### config.mk
export PLATFORM = sky130hd
export DESIGN_NAME = rr_grant_controller
export DESIGN_NICKNAME = d
export VERILOG_FILES = /design/src/rtl/rr_grant_controller.sv
export SDC_FILE = /design/constraint.sdc
export NUM_CORES = 1
export LEC_CHECK = 0
export BUFFER_PORTS_ARGS = -buffer_cell sky130_fd_sc_hd__buf_2
export CORE_ASPECT_RATIO = 1.75
export CORE_MARGIN = 8
export CORE_UTILIZATION = 45
export DETAILED_ROUTE_END_ITERATION = 6
export PLACE_DENSITY_LB_ADDON = 0.25
export SKIP_CTS_REPAIR_TIMING = 1
export SYNTH_ARGS = -nofsm -noshare
export SYNTH_HDL_FRONTEND = slang
export SYNTH_SLANG_ARGS = --single-unit
### constraint.sdc
create_clock -name clock -period 2.88 [get_ports clock]
set_input_delay 0.144 -clock clock [delete_from_list [all_inputs] [get_ports clock]]
set_output_delay 0.144 -clock clock [all_outputs]
set_load 0.02 [all_outputs]
### src/rtl/rr_grant_controller.sv
// Round-robin arbiter with hold-until-release grants and an optional hold timeout.
// Publishes the owner as a binary index and as a registered one-hot grant.
module rr_grant_controller #(
  parameter int WIDTH    = 2,
  parameter int HOLD_W   = 8,
  parameter int MAX_HOLD = 16
) (
  input  logic                    clock,
  input  logic                    reset_n,
  input  logic                    enable,
  input  logic [(1<<WIDTH)-1:0]   req,
  output logic [(1<<WIDTH)-1:0]   grant,
  output logic [WIDTH-1:0]        grant_idx,
  output logic                    grant_valid,
  output logic                    preempt
);

  localparam int N = 1 << WIDTH;
  localparam int HOLD_LAST_I = (MAX_HOLD == 0) ? 0 : MAX_HOLD - 1;
  localparam logic [HOLD_W-1:0] HOLD_LAST = HOLD_W'(HOLD_LAST_I);

  typedef enum logic {IDLE, BUSY} state_t;

  state_t              state_reg, state_next;
  logic [WIDTH-1:0]    ptr_reg, ptr_next;
  logic [HOLD_W-1:0]   cnt_reg, cnt_next;
  logic [WIDTH-1:0]    idx_reg, idx_next;
  logic                valid_reg, valid_next;
  logic                preempt_reg, preempt_next;
  logic [N-1:0]        grant_reg, grant_next;

  // Requests rotated so that bit 0 corresponds to the pointer position.
  logic [N-1:0]        rot_req;
  logic [WIDTH-1:0]    pick_off;
  logic [WIDTH-1:0]    pick_idx;
  logic                pick_any;
  logic                owner_req;
  logic                timeout;

  for (genvar gi = 0; gi < N; gi++) begin : g_rot
    logic [WIDTH-1:0] pos;
    assign pos         = ptr_reg + WIDTH'(gi);
    assign rot_req[gi] = req[pos];
  end

  always_comb begin
    pick_off = '0;
    for (int i = N - 1; i >= 0; i--) begin
      if (rot_req[i]) pick_off = WIDTH'(i);
    end
  end

  assign pick_idx  = ptr_reg + pick_off;
  assign pick_any  = |req;
  assign owner_req = req[idx_reg];
  assign timeout   = (MAX_HOLD != 0) && (cnt_reg == HOLD_LAST);

  always_comb begin
    state_next   = state_reg;
    ptr_next     = ptr_reg;
    cnt_next     = cnt_reg;
    idx_next     = idx_reg;
    valid_next   = valid_reg;
    preempt_next = 1'b0;

    if (state_reg == IDLE || !owner_req) begin
      // Fresh pick from idle, or back-to-back handover on release.
      if (enable && pick_any) begin
        state_next = BUSY;
        idx_next   = pick_idx;
        valid_next = 1'b1;
        ptr_next   = pick_idx + WIDTH'(1);
        cnt_next   = '0;
      end else begin
        state_next = IDLE;
        valid_next = 1'b0;
      end
    end else if (timeout) begin
      preempt_next = 1'b1;
      if (enable) begin
        idx_next   = pick_idx;
        valid_next = 1'b1;
        ptr_next   = pick_idx + WIDTH'(1);
        cnt_next   = '0;
      end else begin
        state_next = IDLE;
        valid_next = 1'b0;
      end
    end else if (cnt_reg != '1) begin
      cnt_next = cnt_reg + HOLD_W'(1);
    end

    grant_next = '0;
    if (valid_next) grant_next[idx_next] = 1'b1;
  end

  always_ff @(posedge clock) begin
    if (!reset_n) begin
      state_reg   <= IDLE;
      ptr_reg     <= '0;
      cnt_reg     <= '0;
      idx_reg     <= '0;
      valid_reg   <= 1'b0;
      preempt_reg <= 1'b0;
      grant_reg   <= '0;
    end else begin
      state_reg   <= state_next;
      ptr_reg     <= ptr_next;
      cnt_reg     <= cnt_next;
      idx_reg     <= idx_next;
      valid_reg   <= valid_next;
      preempt_reg <= preempt_next;
      grant_reg   <= grant_next;
    end
  end

  assign grant       = grant_reg;
  assign grant_idx   = idx_reg;
  assign grant_valid = valid_reg;
  assign preempt     = preempt_reg;

endmodule

==> results.md <==
- Crit-path max FO: 14
- Pwr dens: 571.5 nW/um^2
- Final setup viols: 0
- Die area: 4871 sq um
- Buf/Inv on CP: 0
- GP Congestion: 0.8315
- Ys async rst share: 0%
- Yosys warnings: 0
- Total GRT Usage: 11.71%
- Synth top area cells: dfxtp_1, mux2i_1, nand3_1
- Die Y: 86.52 um
- Max Cap Violations: 0
- WL/cell: 16.45 um
- Final Util: 50.93%
- Initial Utilization: 47.53%
- Post-placement cell count: 170
- Levels on crit path: 7
- Input/output buffers: 14
- Maximum vdd drop: 0.0003943 V
- CP Capture Type: flip-flop
- Slew HR: 57.39%
- Worst Hold Class: in2reg
- Min cycle time layout: 2458 ps
- Lkg Pwr: 0.0005216 uW
- Drt total wl: 2862 um
- Required @ worst endpoint: 2990 ps
- WHS Endpoint: state_reg$_SDFFE_PN0P_
- Post-Syn Instances: 138
- Area leader, netlist: dfxtp_1
- Post-route cell area: 1370 sq um
- Status: completed
- Worst-path clk slew: 80 ps
- Worst r2r dst: ptr_reg[1]$_SDFFE_PN0P_
- Hold path cells: 3
- IO Pins: 15
- Global-route wire length before repair: 4781 um
- N_diodes: 0
- Period utilisation layout: 85.33%
- Achievable Freq: 406.9 MHz
- Cts bufs inserted: 3
- Layout overhead on the synthesized area: 7.143%
- Drt first pass iters: 4
- Number of synthesized register bits: 19
- DR vias/cell: 6.247
- Pin count of the biggest net entering global routing: 18
- Final net count: 157
- Kind of critical path: reg2reg
- Num rows: 25
- Worst hold margin: 196.6 ps
- Vias in the first global route: 1040
- DRC violations left: 0
- Crit-path cells: or4_1, o2111ai_1, ha_1, xor2_1, and3_1, a221oi_1, o311ai_0
- DR vias: 1087
- Post-synth EDFFs: 0
- Maximum clock path buffer count: 2
- CP max-delay cell: or4_1
- Max-slew violations: 0
- Synth Flop Type: dfxtp_1
- Yosys top cell area share: 29.75%
- CTS tree: built
- Syn Nets: 147
- Post-DP HPWL: 2134 um
- Layout Cells excl Fill: 174
- Antenna Violating Nets Remaining: 0
- Global route overflow: 0
- DIE WIDTH: 56.30 um
- HP Start: enable
- Synth Cell Area: 1279 sq um
- Worst-Margin Slew: 626.8 ps
- Most common cell after layout, fill and taps aside: dfxtp_1
- Worst path top cell family by delay: simple AND/OR/NAND/NOR gates
- Share of cells above drive strength 1: 23.13%
- Initial antenna violation count: 0
- Clk_lat worst skew: 260 ps
- Cells on worst reg2reg path: 7
- RSZ-0062 raised after global routing: false
- Max reg flops: 8
- Post-route setup TNS: 0 ps
- Sequential-to-total area share from yosys stat: 29.75%
- Htree depth: 1
- Core area: 2690 sq um
- Placement Cell Area: 1324 sq um
- Worst R2R Setup Slack: 420 ps
- Worst flop-to-flop path startpoint: ptr_reg[0]$_SDFFE_PN0P_
- Worst EP arrival: 2560 ps
- CTS root buf: clkbuf_8
- CTS Sinks: 19
- Mapped Avg Cell Area: 9.266 sq um
- Most frequent cells in the layout: dfxtp_1, buf_2, nor2_1
- Post-synth cell types: 56
- Setup crit start kind: flip-flop
- Drt initial violations: 39
- CP peak stage delay: 580 ps
- Hold Vio Cnt, Final: 0
- Clk_skew: 3.071 ps
-- worst max-delay path by stage --
stage                                  from                      end  slack [ps]
finish              ptr_reg[0]$_SDFFE_PN0P_  ptr_reg[1]$_SDFFE_PN0P_         420
global route        ptr_reg[0]$_SDFFE_PN0P_  ptr_reg[1]$_SDFFE_PN0P_         280
floorplan           ptr_reg[0]$_SDFFE_PN0P_  ptr_reg[1]$_SDFFE_PN0P_         580
detailed placement  ptr_reg[0]$_SDFFE_PN0P_  ptr_reg[1]$_SDFFE_PN0P_         450
global placement    ptr_reg[0]$_SDFFE_PN0P_  ptr_reg[1]$_SDFFE_PN0P_         620
CTS                 ptr_reg[0]$_SDFFE_PN0P_  ptr_reg[1]$_SDFFE_PN0P_         440
-- final cells by class --
cell class,count,area (sq um)
Inverter,3,11.26
Fill cell,273,1320
Clock buffer,3,41.29
Clock inverter,1,5.005
Timing Repair Buffer,15,77.57
Tap cell,27,33.78
Sequential cell,19,380.4
Multi-Input combinational cell,106,820.8
-- synth_stat cells (2+ instances only) --
| cell | instances |
|---|---|
| dfxtp_1 | 19 |
| a21oi_1 | 7 |
| o21ba_2 | 2 |
| nand3_1 | 9 |
| or3_1 | 5 |
| nor2_1 | 10 |
| o21ai_0 | 2 |
| buf_2 | 2 |
| inv_1 | 3 |
| o211ai_1 | 2 |
| and3_1 | 5 |
| clkbuf_1 | 3 |
| mux2i_2 | 2 |
| ha_1 | 2 |
| nand2b_1 | 3 |
| xor2_1 | 2 |
| buf_6 | 3 |
| a2111oi_2 | 2 |
| nor3b_1 | 2 |
| nand2_1 | 6 |
| o2111ai_1 | 2 |
| a21boi_0 | 2 |
| nand4_1 | 2 |
| mux2_4 | 2 |
| mux2i_1 | 8 |
-- worst reg2reg max path: cells and delay by family, from the launching register on --
kind	cells	cell delay, ps
xor gates and xnor gates	1	210
DFF	1	450
and+or+nand+nor	2	790
AOI/OAI and AO/OA	3	550
adders and majority gates	1	320
-- per-layer routing --
metal	vias to the layer above	share of wire [%]	wire length [um]	track usage, %
li1	546	-	-	-
met1	508	42	1200	12.31
met2	29	52	1485	21.78
met3	4	4.7	135	2.196
met4	0	1.4	40	4.835
met5	-	0	0	0
-- through the flow --
stage / setup WS [ps] / total power [uW]
floorplan: 583.4 / 548.3
global placement: 619.7 / 589.1
detailed placement: 445.4 / 600.9
CTS: 439.7 / 786.1
global route: 281.8 / 825.4
finish: 422.5 / 783.0
-- power by group --
part	total, uW	switching [uW]	internal [uW]
Clock	189	93.0	96.2
Combinational	276	164	112
Sequential	318	32.3	286
-- logic make-up after synthesis --
kind of cell | count (synthesis) | share of synthesized area [%]
adders and majority gates | 2 | 1.957
DFF | 19 | 29.75
muxes | 12 | 10.76
buffers and inverters | 13 | 6.066
AOI/OAI and AO/OA | 38 | 27.69
xor gates and xnor gates | 3 | 2.055
and+or+nand+nor | 51 | 21.72
Note: power is estimated with default switching activity, not from simulation.
